--- src/rtl/load_store_unit_if.sv ---
// Data-bus bundle between the load/store unit and data memory.
// A single request/acknowledge transaction is carried per access.
interface load_store_unit_if;
  logic        req;
  logic        we;
  logic [31:0] addr;
  logic [31:0] wdata;
  logic [3:0]  wstrb;
  logic        ack;
  logic [31:0] rdata;

  modport master (
    output req, we, addr, wdata, wstrb,
    input  ack, rdata
  );

  modport slave (
    input  req, we, addr, wdata, wstrb,
    output ack, rdata
  );
endinterface

--- src/rtl/load_store_unit.sv ---
// Multi-cycle RV32I data-memory port: one bus transaction per load/store,
// stalling the core until the access completes or errors out.
module load_store_unit #(
  parameter int unsigned TimeoutCycles = 255
) (
  input  logic                     clk_i,
  input  logic                     rst_ni,
  input  logic                     load_i,
  input  logic                     store_i,
  input  logic [2:0]               fun3_i,
  input  logic [31:0]              addr_i,
  input  logic [31:0]              store_data_i,
  output logic                     stall_o,
  output logic [31:0]              load_data_o,
  output logic                     lsu_done_o,
  output logic                     lsu_err_o,
  load_store_unit_if.master        bus
);

  typedef enum logic [1:0] {StIdle, StReq, StDone} state_e;

  state_e      state_q, state_d;
  logic [31:0] cnt_q, cnt_d;
  logic        err_q, err_d;
  logic        we_q, we_d;
  logic [31:0] addr_q, addr_d;
  logic [31:0] wdata_q, wdata_d;
  logic [3:0]  wstrb_q, wstrb_d;
  logic [2:0]  fun3_q, fun3_d;
  logic [1:0]  off_q, off_d;
  logic [31:0] load_data_q, load_data_d;

  logic        start;
  logic        fun3_ok;
  logic        aligned;
  logic        legal;
  logic [31:0] st_wdata;
  logic [3:0]  st_wstrb;
  logic [7:0]  rbyte;
  logic [15:0] rhalf;
  logic [31:0] rdata_ext;

  // Start decode and legality checks
  always_comb begin
    start   = load_i | store_i;
    fun3_ok = 1'b0;
    case (fun3_i)
      3'b000, 3'b001, 3'b010: fun3_ok = 1'b1;
      3'b100, 3'b101:         fun3_ok = load_i;
      default:                fun3_ok = 1'b0;
    endcase
    aligned = 1'b1;
    case (fun3_i[1:0])
      2'b01:   aligned = ~addr_i[0];
      2'b10:   aligned = (addr_i[1:0] == 2'b00);
      default: aligned = 1'b1;
    endcase
    legal = ~(load_i & store_i) & fun3_ok & aligned;
  end

  // Store lane replication and byte strobes
  always_comb begin
    st_wdata = store_data_i;
    st_wstrb = 4'b1111;
    case (fun3_i[1:0])
      2'b00: begin
        st_wdata = {4{store_data_i[7:0]}};
        st_wstrb = 4'b0001 << addr_i[1:0];
      end
      2'b01: begin
        st_wdata = {2{store_data_i[15:0]}};
        st_wstrb = addr_i[1] ? 4'b1100 : 4'b0011;
      end
      default: begin
        st_wdata = store_data_i;
        st_wstrb = 4'b1111;
      end
    endcase
  end

  // Load extraction uses the captured offset/size, not the live inputs
  always_comb begin
    rbyte     = bus.rdata[{off_q, 3'b000} +: 8];
    rhalf     = off_q[1] ? bus.rdata[31:16] : bus.rdata[15:0];
    rdata_ext = bus.rdata;
    case (fun3_q)
      3'b000:  rdata_ext = {{24{rbyte[7]}}, rbyte};
      3'b001:  rdata_ext = {{16{rhalf[15]}}, rhalf};
      3'b100:  rdata_ext = {24'h000000, rbyte};
      3'b101:  rdata_ext = {16'h0000, rhalf};
      default: rdata_ext = bus.rdata;
    endcase
  end

  always_comb begin
    state_d     = state_q;
    cnt_d       = cnt_q;
    err_d       = err_q;
    we_d        = we_q;
    addr_d      = addr_q;
    wdata_d     = wdata_q;
    wstrb_d     = wstrb_q;
    fun3_d      = fun3_q;
    off_d       = off_q;
    load_data_d = load_data_q;
    unique case (state_q)
      StIdle: begin
        if (start) begin
          if (legal) begin
            state_d = StReq;
            cnt_d   = '0;
            err_d   = 1'b0;
            we_d    = store_i;
            addr_d  = {addr_i[31:2], 2'b00};
            wdata_d = store_i ? st_wdata : '0;
            wstrb_d = store_i ? st_wstrb : 4'b0000;
            fun3_d  = fun3_i;
            off_d   = addr_i[1:0];
          end else begin
            state_d     = StDone;
            err_d       = 1'b1;
            load_data_d = '0;
          end
        end
      end
      StReq: begin
        // An ack in the final allowed cycle wins over the timeout
        if (bus.ack) begin
          state_d = StDone;
          err_d   = 1'b0;
          if (!we_q) load_data_d = rdata_ext;
        end else if ((TimeoutCycles != 0) && (cnt_q == TimeoutCycles - 1)) begin
          state_d     = StDone;
          err_d       = 1'b1;
          load_data_d = '0;
        end else begin
          cnt_d = cnt_q + 32'd1;
        end
      end
      StDone:  state_d = StIdle;
      default: state_d = StIdle;
    endcase
  end

  always_ff @(posedge clk_i or negedge rst_ni) begin
    if (!rst_ni) begin
      state_q     <= StIdle;
      cnt_q       <= '0;
      err_q       <= 1'b0;
      we_q        <= 1'b0;
      addr_q      <= '0;
      wdata_q     <= '0;
      wstrb_q     <= '0;
      fun3_q      <= '0;
      off_q       <= '0;
      load_data_q <= '0;
    end else begin
      state_q     <= state_d;
      cnt_q       <= cnt_d;
      err_q       <= err_d;
      we_q        <= we_d;
      addr_q      <= addr_d;
      wdata_q     <= wdata_d;
      wstrb_q     <= wstrb_d;
      fun3_q      <= fun3_d;
      off_q       <= off_d;
      load_data_q <= load_data_d;
    end
  end

  // Reset gates stall so it drops at once even with Load/Store still high
  assign stall_o     = rst_ni & (((state_q == StIdle) & start) | (state_q == StReq));
  assign lsu_done_o  = (state_q == StDone);
  assign lsu_err_o   = (state_q == StDone) & err_q;
  assign load_data_o = load_data_q;
  assign bus.req     = (state_q == StReq);
  assign bus.we      = we_q;
  assign bus.addr    = addr_q;
  assign bus.wdata   = wdata_q;
  assign bus.wstrb   = wstrb_q;

endmodule

--- src/flat_wrapper.sv ---
// flat-port wrapper written by rule: the top's interface ports become plain ports
module load_store_unit_flat 
#(
  parameter int unsigned TimeoutCycles = 255
)
  (clk_i, rst_ni, load_i, store_i, fun3_i, addr_i, store_data_i, stall_o, load_data_o, lsu_done_o, lsu_err_o, bus_req, bus_we, bus_addr, bus_wdata, bus_wstrb, bus_ack, bus_rdata);
  load_store_unit_if bus_i ();
  input  logic clk_i;
  input  logic rst_ni;
  input  logic load_i;
  input  logic store_i;
  input  logic [2:0] fun3_i;
  input  logic [31:0] addr_i;
  input  logic [31:0] store_data_i;
  output logic stall_o;
  output logic [31:0] load_data_o;
  output logic lsu_done_o;
  output logic lsu_err_o;
  output wire logic [$bits(bus_i.req)-1:0] bus_req;
  output wire logic [$bits(bus_i.we)-1:0] bus_we;
  output wire logic [$bits(bus_i.addr)-1:0] bus_addr;
  output wire logic [$bits(bus_i.wdata)-1:0] bus_wdata;
  output wire logic [$bits(bus_i.wstrb)-1:0] bus_wstrb;
  input wire logic [$bits(bus_i.ack)-1:0] bus_ack;
  input wire logic [$bits(bus_i.rdata)-1:0] bus_rdata;
  assign bus_req = bus_i.req;
  assign bus_we = bus_i.we;
  assign bus_addr = bus_i.addr;
  assign bus_wdata = bus_i.wdata;
  assign bus_wstrb = bus_i.wstrb;
  assign bus_i.ack = bus_ack;
  assign bus_i.rdata = bus_rdata;
  load_store_unit #(.TimeoutCycles(TimeoutCycles)) u_core (.clk_i(clk_i), .rst_ni(rst_ni), .load_i(load_i), .store_i(store_i), .fun3_i(fun3_i), .addr_i(addr_i), .store_data_i(store_data_i), .stall_o(stall_o), .load_data_o(load_data_o), .lsu_done_o(lsu_done_o), .lsu_err_o(lsu_err_o), .bus(bus_i));
endmodule
--- config.mk ---
export PLATFORM = sky130hd
export DESIGN_NAME = load_store_unit_flat
export DESIGN_NICKNAME = d
export VERILOG_FILES = /design/src/rtl/load_store_unit_if.sv /design/src/rtl/load_store_unit.sv /design/src/flat_wrapper.sv
export SDC_FILE = /design/constraint.sdc
export NUM_CORES = 1
export LEC_CHECK = 0
export ABC_AREA = 1
export CAP_MARGIN = 10
export CORE_AREA = 2 2 180 182
export CTS_BUF_LIST = sky130_fd_sc_hd__clkbuf_2
export CTS_CLUSTER_SIZE = 12
export DETAILED_ROUTE_END_ITERATION = 7
export DIE_AREA = 0 0 182 184
export HOLD_SLACK_MARGIN = 0.12
export SETUP_SLACK_MARGIN = 0.15
export SKIP_CTS_REPAIR_TIMING = 1
export SLEW_MARGIN = 20
export SYNTH_ARGS = -nofsm -noshare
export SYNTH_HDL_FRONTEND = slang
export SYNTH_SLANG_ARGS = --single-unit
--- constraint.sdc ---
create_clock -name clk_i -period 3.56 [get_ports clk_i]
set_input_delay 0.534 -clock clk_i [delete_from_list [all_inputs] [get_ports clk_i]]
set_output_delay 0.534 -clock clk_i [all_outputs]
set_load 0.02 [all_outputs]
Yosys cells after proc, flatten, opt, wreduce, memory -nomap -nowiden
Cells that the tools add are included.
{ "totals": {"reg_bits": 139, "elab_cells": 85} }
{ "classes": {"addsub": 1, "n_eq_ne": 19, "shift": 2, "n_mux": 30, "n_bitwise": 10, "n_reduce_logical": 13} }
{ "op_table": {"columns": ["cell", "n"], "rows": [
  ["two-way mux 32 bit", 10],
  ["one-hot mux 32 bit (2 select lines)", 3],
  ["one-hot mux 32 bit (4 select lines)", 1],
  ["adder 32 x 1 -> 32 bit (second input constant)", 1],
  ["equality test 32 x 8 -> 1 bit (second input constant)", 1],
  ["variable part select 32 x 6 -> 8 bit", 1],
  ["two-way mux 16 bit", 1],
  ["equality test 3 bit (second input constant)", 4],
  ["AND reduction 5 bit", 2],
  ["two-way mux 2 bit", 4],
  ["two-way mux 4 bit", 2],
  ["one-hot mux 4 bit (2 select lines)", 1],
  ["AND 1 bit", 6],
  ["equality test 3 x 1 -> 1 bit (second input constant)", 2],
  ["zero test 2 bit", 3],
  ["zero test 3 bit", 2],
  ["inequality test 2 bit (second input constant)", 3],
  ["one-hot mux 1 bit (2 select lines)", 3],
  ["AND reduction 3 bit", 2],
  ["equality test 2 x 1 -> 1 bit (second input constant)", 2],
  ["equality test 2 bit (second input constant)", 2],
  ["two-way mux 1 bit", 4],
  ["inequality test 2 x 1 -> 1 bit (second input constant)", 2],
  ["one-hot mux 2 bit (2 select lines)", 1],
  ["other kinds (10)", 12]
]} }

Depth between registers and ports, before layout
Gate-level depths: netlist of the first run.
{ "depth": {"word_depth": 8, "depth_mapped": 12, "mapped_depth_nobuf": 10} }

Worst setup path after synthesis of the first run
OpenSTA, ideal clock, no wires.
{ "synth_path": {"path_kind": "in2reg", "startpoint": "input fun3_i[1]", "endpoint": "register u_core.we_q (netlist: u_core.bus.we)", "setup_ps": 126, "t_arrival_ps": 1853, "required_time_ps": 3434, "slack_ps": 1581, "path_stages": 11, "cell_sequence": "inv_2 clkbuf_1 ha_1 nand3_1 nand3_2 inv_1 nand2_1 buf_4 buf_4 nand2_1 nand2_1"} }
{ "synth_via": {"elab_chain_cells": 6, "elab_cells_between_ends": 14, "cone_classes": "6 x eq/ne; 2 x mux; 2 x bitwise; 4 x reduce/logical"} }
{ "synth_rtl": {"columns": ["item", "line_no", "text"], "rows": [
  ["start, declared", "flat_wrapper.sv:12", "input logic [2:0] fun3_i;"],
  ["equality test 3 x 1 -> 1 bit, or another cell as far along", "load_store_unit.sv:47", "case (fun3_i)"],
  ["OR reduction 3 bit or OR reduction 2 bit (tied branches)", "load_store_unit.sv:47", null],
  ["one-hot mux 1 bit (2 select lines)", "load_store_unit.sv:47", null],
  ["AND 1 bit", "load_store_unit.sv:58", "legal = ~(load_i & store_i) & fun3_ok & aligned;"],
  ["AND 1 bit *", "load_store_unit.sv:58", null],
  ["AND reduction 3 bit (no line) *", null, null],
  ["end signal, assigned", "load_store_unit.sv:161", "we_q <= we_d;"],
  ["end, declared", "load_store_unit.sv:25", "logic we_q, we_d;"]
]} }
Every way passes the cells marked *; elsewhere a longest branch is shown, timed or not.
A chain may end at the register's enable or synchronous reset.

Worst setup path in the final report of the first run
{ "layout_path": {"startpoint": "input rst_ni", "endpoint": "output stall_o"} }
{ "layout_via": {"elab_chain_cells": 1} }
{ "layout_rtl": {"columns": ["item", "line_no", "text"], "rows": [
  ["start, declared", "flat_wrapper.sv:9", "input logic rst_ni;"],
  ["AND 1 bit", "load_store_unit.sv:172", "assign stall_o = rst_ni & (((state_q == StIdle) & start) | (state_q == StReq));"],
  ["end, declared", "flat_wrapper.sv:15", "output logic stall_o;"]
]} }
No other way between the ends.

==> results.yml, run 1 <==
logic_synthesis:
  netlist-cell-type-count: 31
  synth_flop_cell: "dfrtp_1"
  synthArstFlopShare_pct: 100
  synth-seq-cells: 139
  synth_common_cells: "nand2_1, dfrtp_1, nor2_1, o21ai_0, inv_1"
  netlist_top_cells_area: "dfrtp_1, nand2_1, nor2_1"
  ys_seq_area_share_pct: 44.6
  synth_top_area_share_pct: 44.6
  synth_edf_count: 0
  synth_top_cell_by_area: "dfrtp_1"
  synth_area_um2: 7800
  yosysMostFrequentCell: "nand2_1"
  syn_inst: 1113
  synth-warning-count: 0
  synth.avg_cell_area_um2: 7.01
global_route:
  antenna_found_initial: 1
  grt_max_degree: 73
  gr-usage-all-layers_pct: 15.9
  overflow: 0
  grt_pass1_wl_um: 41900
  first_global_vias: 7512
sta:
  tns_ps: 0
  rsz0062_at_grt: "no"
  holdWs_ps: 290
  finalClockSkew_ps: 50.4
  max_freq_mhz: 322
  slew_headroom_pct: 37.1
  fin_crit_sh_pct: 87.2
  post-route-min-period_ps: 3100
  hold_viol_final: 0
  report.final.slew_viol_count: 0
  layout_setup_ws_ps: 456
  worst_slew_pin_slew_ps: 943
  setup_viol: 0
placed_design:
  place_congestion: 0.896
  portBuffers: 206
  hpwlAfterDp_um: 19700
  dp_slack_ps: 721
run_status:
  status: "finished clean"
drt:
  vias_per_cell: 4.50
  routedWlPerCell_um: 15.3
  drc_errors: 0
  dr.pass1.iters: 5
  ant_nets: 0
  via_count: 7758
  wl_um: 26400
  drtIter0Drc: 495
setup_path:
  critPathCaptureType: "output port"
  crit_type: "input pin to output port"
  slowest_stage: "clkdlybuf4s50_1"
  crit_fanout: 5
  rrSetupSlack_ps: 1230
  worstReg2RegStart: "u_core.state_q[1]"
  rr_endpoint: "u_core.cnt_q[26]"
  path_cells: "dlygate4sd3_1 -> dlygate4sd3_1 -> buf_6 -> inv_1 -> nor2_1 -> clkdlybuf4s50_1"
  critPathArrivalTime_ps: 2570
  required_ps: 3030
  r2r_cells: 9
  start_kind: "input pin"
  crit_top_cell: "dlygate4sd3_1"
  max_stage_delay_ps: 630
worst_hold_path:
  hold_start: "addr_i[12]"
  hold_class: "input pin to flip-flop"
  hold_end: "u_core.bus.addr[12]"
  hold_depth: 3
floorplan:
  die-height_um: 184
  start_util_pct: 24.8
  die_w_um: 182
  rows: 65
  core_area_um2: 31400
  io_pins: 209
  dieArea_um2: 33500
cts:
  clk_latency_ps: 720
  root_buffer: "clkbuf_2"
  clkSinkCount: 139
  max-clock-path-buffers: 2
  h-tree-depth: 4
  cts_made_buffers: 17
  tritoncts: "built"
  path_clk_slew_ps: 280
pwr:
  p_int_mw: 3.77
  p_seq_share_pct: 35.2
  combPwrFrac_pct: 50.5
  p_leak_nw: 4.84
  swShare_pct: 46.1
  ir_worst_vdd_uv: 364
  total_power_mw: 6.99
  power_density_nw_per_um2: 669
  netSwitchingPower_mw: 3.22
  clkPwrFrac_pct: 14.3
finish:
  area_delta_synth_final_pct: 34.0
  layout-drive-gt1-share_pct: 7.26
  fill_cells: 3349
  finalNetCount: 1418
flow_run:
  cap_violations: 0
-- power groups by stage --
stage	Clock, mW	Sequential (mW)	Combinational [mW]
2_1_floorplan	0	2.96	1.55
3_3_place_gp	0	2.49	3.54
3_5_place_dp	0	2.48	3.56
4_1_cts	1.05	2.47	3.56
5_1_grt	1.11	2.54	3.89
6_report	0.998	2.46	3.53
-- cell type report --
cell class              instances  area (um^2)  area share [%]
clock inverters                15          150            1.44
inverters                      66          248            2.37
clock buffers                  17         85.1           0.814
diodes                          1         2.50          0.0239
flip-flops and latches        139         3480            33.3
repair buffers                222         2190            21.0
multi-input cells             863         3790            36.3
well taps                     402          503            4.81
-- cells by family after synthesis --
logic type      count (synthesis)  share of synthesized area [%]
simple gates                  721                           37.5
xor+xnor                       13                           1.46
buf+inv                       112                           6.88
flops                         139                           44.6
fa+ha+maj                       5                          0.802
other cells                     1                         0.0481
compound gates                122                           8.76
-- layout by cell type, fill, tap and decap left out, types with 4 or more instances in the layout --
cell type,instances
ha_1,5
clkbuf_2,17
o211ai_1,4
dfrtp_1,139
nor2_4,5
or2_2,18
nand3_1,42
nor2_1,119
xor2_1,5
o21bai_1,16
xnor2_1,8
inv_2,6
o21ai_2,6
o21ai_0,68
clkdlybuf4s50_1,205
nor2_2,8
a21oi_1,25
nor3_1,10
nand2_2,4
nand2_1,506
inv_1,60
inv_6,7
buf_4,13
-- flip-flops by register name, summed over array words and instances (netlist names) --
| signal | cells |
|---|---|
| u_core.bus.wdata | 32 |
| u_core.err_q | 1 |
| u_core.cnt_q | 32 |
| u_core.load_data_o | 32 |
| u_core.fun3_q | 3 |
| u_core.off_q | 2 |
| u_core.bus.we | 1 |
| u_core.bus.addr | 30 |
| u_core.bus.wstrb | 4 |
| u_core.state_q | 2 |
-- metrics by stage --
| step | std cells | utilization [%] | instance area (um^2) |
|---|---|---|---|
| floorplan | 1114 | - | 7800 |
| global placement | 1689 | 32.4 | 10200 |
| detailed placement | 1689 | 32.4 | 10200 |
| CTS | 1721 | 33.2 | 10400 |
| global route | 1725 | 33.3 | 10400 |
| finish | 1725 | 33.3 | 10400 |
-- worst max path at each step --
stage | startpoint | to | slack, ps
3_3_place_gp | fun3_i[1] | u_core.bus.wdata[9] | 750
3_5_place_dp | fun3_i[1] | u_core.bus.wdata[9] | 720
6_report | rst_ni | stall_o | 460
4_1_cts | u_core.state_q[1] | stall_o | 590
5_1_grt | rst_ni | stall_o | 360
2_1_floorplan | fun3_i[1] | u_core.bus.we | 1580
-- worst max-delay path, delay by kind of cell --
| family | cells | cell delay [ps] |
|---|---|---|
| buf+inv | 5 | 1920 |
| simple gates | 1 | 120 |
-- routing by layer --
layer  GRT usage (%)  wire length, um  vias up
li1                -                -     3853
met1            20.8            12100     3611
met2            25.5            12000      273
met3            4.85             1960       21
met4            4.58              386        0
met5               0                0        -
No activity file was read; power rests on OpenSTA's default activity.
==> run 2, diff against run 1 <==
- MAX_ROUTING_LAYER: not set -> met4
==> run 2 against run 1 <==
Routed wire length is 0.97% lower. Global-route usage is 0.49 points higher. Worst hold slack worse by 8.5 ps. Count of clock-buffer cells in the layout stayed put. Cell count hardly changed. Utilization hardly changed. Total power is 0.51% lower. Non-clock buffer count is 1 lower. Largest power group unchanged.
==> results.yml, run 2 (synthesized netlist as in run 1, its figures left out) <==
placed_design:
  place_inst: 1689
  hpwlAfterDp_um: 19600
  place_congestion: 0.877
  portBuffers: 206
pwr:
  p_int_mw: 3.71
  netSwitchingPower_mw: 3.24
  swShare_pct: 46.6
  clkPwrFrac_pct: 14.0
  power_density_nw_per_um2: 666
  ir_worst_vdd_uv: 414
  p_leak_nw: 4.83
  combPwrFrac_pct: 50.7
  p_seq_share_pct: 35.4
run_status:
  status: "finished clean"
drt:
  dr.pass1.iters: 5
  ant_nets: 0
  drc_errors: 0
  vias_per_cell: 4.43
  routedWlPerCell_um: 15.2
  wl_met2_um: 11900
  via_count: 7632
  wl_um: 26200
  top_layer_used: "met4"
  drtIter0Drc: 462
  met3_length_um: 1850
  met1_length_um: 12200
floorplan:
  die_w_um: 182
  rows: 65
  start_util_pct: 24.8
  core_area_um2: 31400
  io_pins: 209
  dieArea_um2: 33500
  die-height_um: 184
setup_path:
  path_cells: "inv_2 -> nand2_1 -> nor2_1 -> nor2_4 -> inv_1 -> nor2_1 -> clkdlybuf4s50_1"
  cp-startpoint: "u_core.state_q[1]"
  critPathArrivalTime_ps: 2370
  worstReg2RegStart: "u_core.state_q[1]"
  cp-endpoint: "stall_o"
  rrSetupSlack_ps: 1220
  crit_top_cell: "nor2_1"
  slowest_stage: "clkdlybuf4s50_1"
  start_kind: "flip-flop"
  r2r_cells: 10
  crit_fanout: 4
  critPathCaptureType: "output port"
  required_ps: 3030
  crit_type: "flip-flop to output port"
  rr_endpoint: "u_core.cnt_q[19]"
  max_stage_delay_ps: 620
sta:
  rsz0062_at_grt: "no"
  max_freq_mhz: 344
  slew_headroom_pct: 34.9
  finalClockSkew_ps: 44.1
  fin_crit_sh_pct: 81.7
  hold_viol_final: 0
  post-route-min-period_ps: 2910
  setup_viol: 0
  worst_slew_pin_slew_ps: 976
  tns_ps: 0
  holdWs_ps: 282
  report.final.slew_viol_count: 0
cts:
  tritoncts: "built"
  path_clk_slew_ps: 300
  root_buffer: "clkbuf_2"
  cts_made_buffers: 17
  clkSinkCount: 139
  clk_latency_ps: 740
  max-clock-path-buffers: 2
  h-tree-depth: 4
finish:
  finalNetCount: 1417
  area_delta_synth_final_pct: 33.9
  layout-drive-gt1-share_pct: 7.34
  final_common_cell: "nand2_1"
  fill_cells: 3369
  layout_common_cells: "nand2_1, clkdlybuf4s50_1, dfrtp_1"
  layout.cells.non_filler: 1724
flow_run:
  cap_violations: 0
worst_hold_path:
  hold_class: "input pin to flip-flop"
global_route:
  gr-usage-all-layers_pct: 16.4
  overflow: 0
  grt_max_degree: 74
  grt_pass1_wl_um: 41900
  first_global_vias: 7591
  antenna_found_initial: 1
run 2: cell count changes in the layout (fill, tap and decap cells not counted):
cell and change:
bufinv_16 -1, clkinv_1 -1, clkinv_8 +2, clkinvlp_4 +1, dlygate4sd3_1 -1, inv_6 -3
inv_8 +2
run 2: layer usage:
layer	global-route usage [%]	vias to the layer above
met5	-	-
met4	3.16	0
met3	4.38	12
met2	25.8	243
met1	21.4	3527
li1	-	3850
run 2: cell type report:
| class | instances | area [um^2] | area share, % |
|---|---|---|---|
| tap | 402 | 503 | 4.82 |
| clock buffer | 17 | 85.1 | 0.815 |
| timing repair buffer | 221 | 2180 | 20.9 |
| clock inverter | 15 | 153 | 1.46 |
| antenna | 1 | 2.50 | 0.0240 |
| multi-input combinational | 863 | 3790 | 36.3 |
| sequential | 139 | 3480 | 33.3 |
| inverter | 66 | 248 | 2.37 |
run 2: critical path, delay by kind of cell (launching register included):
| kind | cells | cell delay, ps |
|---|---|---|
| buf+inv | 3 | 790 |
| simple gates | 4 | 400 |
| flops | 1 | 500 |
run 2: worst min-delay path by stage:
stage | cells past startpoint | slack [ps] | startpoint | end
floorplan | 0 | 240 | rst_ni | u_core.bus.addr[10]
global placement | 1 | 380 | rst_ni | u_core.bus.wdata[4]
detailed placement | 1 | 380 | rst_ni | u_core.bus.wdata[4]
CTS | 1 | -530 | rst_ni | u_core.bus.wdata[6]
global route | 3 | 150 | addr_i[17] | u_core.bus.addr[17]
finish | 3 | 280 | addr_i[16] | u_core.bus.addr[16]
run 2: power by group through the flow:
stage	clock network, mW	logic (mW)	registers, mW
after floorplan	0	1.55	2.96
after global placement	0	3.54	2.49
after detailed placement	0	3.56	2.48
after CTS	1.03	3.56	2.47
after global routing	1.10	3.88	2.53
final	0.972	3.52	2.46
run 2: through the flow:
stage	area [um^2]	worst slack [ps]	power (mW)	utilization, %
2_1_floorplan	7800	1580	4.51	-
3_3_place_gp	10200	787	6.02	32.4
3_5_place_dp	10200	705	6.04	32.4
4_1_cts	10400	518	7.07	33.2
5_1_grt	10400	376	7.52	33.3
6_report	10400	653	6.95	33.3
==> run 3, diff against run 2 <==
- clock period: 3.56 -> 2.7 ns (I/O delays scaled with it)
==> run 3 against run 2 <==
Clock power rose by 42%. Global-route usage decreased by 0.28 points. Utilization up 1.0 points. Sequential share of layout area fell by 0.95 points. Critical path type unchanged. Highest routed layer unchanged.
==> results.yml, run 3 (synthesized netlist as in run 1, its figures left out) <==
cts:
  max-clock-path-buffers: 2
  root_buffer: "clkbuf_2"
  cts_made_buffers: 17
  path_clk_slew_ps: 260
  tritoncts: "built"
  clkSinkCount: 139
  clk_latency_ps: 740
  h-tree-depth: 4
placed_design:
  place_congestion: 0.876
  hpwlAfterDp_um: 19500
  portBuffers: 206
  dp_slack_ps: 125
floorplan:
  start_util_pct: 24.8
  die_w_um: 182
  core_area_um2: 31400
  dieArea_um2: 33500
  rows: 65
  io_pins: 209
  die-height_um: 184
sta:
  slew_headroom_pct: 47.4
  fin_crit_sh_pct: 90.7
  hold_viol_final: 0
  finalClockSkew_ps: 55.9
  layout_setup_ws_ps: 251
  worst_slew_pin_slew_ps: 789
  max_freq_mhz: 408
  report.final.slew_viol_count: 0
  setup_viol: 0
  post-route-min-period_ps: 2450
  rsz0062_at_grt: "yes"
  tns_ps: 0
drt:
  dr.pass1.iters: 5
  routedWlPerCell_um: 15.0
  vias_per_cell: 4.41
  wl_um: 26300
  drc_errors: 0
  drtIter0Drc: 542
  ant_nets: 0
  via_count: 7712
pwr:
  netSwitchingPower_mw: 4.24
  power_density_nw_per_um2: 874
  p_leak_nw: 5.03
  total_power_mw: 9.40
  combPwrFrac_pct: 50.7
  swShare_pct: 45.1
  p_int_mw: 5.16
  ir_worst_vdd_uv: 508
  clkPwrFrac_pct: 14.7
  p_seq_share_pct: 34.7
setup_path:
  path_cells: "inv_2 -> nand2_1 -> nor2_1 -> nor2_4 -> inv_1 -> nor2_1 -> buf_4 -> dlymetal6s2s_1"
  critPathCaptureType: "output port"
  max_stage_delay_ps: 490
  critPathArrivalTime_ps: 2040
  cp_num_buf_inv: 4
  path_delay_family: "buffers and inverters"
  crit_top_cell: "nor2_1"
  crit_type: "flip-flop to output port"
  worstReg2RegStart: "u_core.fun3_q[1]"
  start_kind: "flip-flop"
  slowest_stage: "dfrtp_2"
  crit_fanout: 4
  cp-startpoint: "u_core.state_q[1]"
  required_ps: 2300
global_route:
  grt_max_degree: 140
  first_global_vias: 7594
  overflow: 0
  antenna_found_initial: 1
  grt_pass1_wl_um: 41100
  gr-usage-all-layers_pct: 16.1
run_status:
  status: "finished clean"
worst_hold_path:
  hold_start: "addr_i[12]"
  hold_class: "input pin to flip-flop"
finish:
  finalNetCount: 1441
  layout-drive-gt1-share_pct: 7.81
  final_common_cell: "nand2_1"
  layout_common_cells: "nand2_1, clkdlybuf4s50_1, dfrtp_1"
  area_delta_synth_final_pct: 37.9
flow_run:
  cap_violations: 0
run 3: final cells by class:
cell class              instances  area, um^2
diodes                          1        2.50
clock buffers                  19        95.1
clock inverters                13         158
fillers                      3346       20600
inverters                      66         248
multi-input cells             863        3790
flip-flops and latches        139        3480
well taps                     402         503
repair buffers                245        2480
run 3: final timing paths:
| kind | to | slack [ps] | cells after the start |
|---|---|---|---|
| max in group asynchronous | u_core.state_q[1] | 1730 | 3 |
| worst max register to register | u_core.load_data_o[31] | 640 | 9 |
| worst min register to register | u_core.bus.wstrb[2] | 490 | 2 |
| worst max-delay path | stall_o | 250 | 8 |
| min in group asynchronous | u_core.cnt_q[29] | 320 | 3 |
| worst min-delay path | u_core.bus.addr[12] | 160 | 3 |
run 3: worst reg2reg max path: cells and delay by family (launching register included):
family	cells	cell delay [ps]
flops	1	570
buf+inv	1	290
simple gates	8	1170
run 3: per-layer routing:
metal	global-route usage [%]	vias to the layer above	share of wire (%)
li1	-	3900	-
met1	20.6	3542	46
met2	25.2	253	46
met3	4.62	17	7.2
met4	4.06	0	1.1
met5	-	-	0
run 3: through the flow:
step	hold WS, ps	instance area [um^2]	instances	util, %
finish	157	10800	1748	34.3
global route	125	10800	1748	34.3
CTS	-242	10500	1727	33.6
detailed placement	458	10300	1695	32.8
global placement	452	10300	1695	32.8
floorplan	109	7800	1114	-
run 3: power by group through the flow:
stage          Sequential, mW  Clock, mW  Combinational (mW)
2_1_floorplan            3.90          0                2.05
3_3_place_gp             3.30          0                4.76
3_5_place_dp             3.28          0                4.80
4_1_cts                  3.26       1.43                4.81
5_1_grt                  3.35       1.51                5.25
6_report                 3.26       1.38                4.76
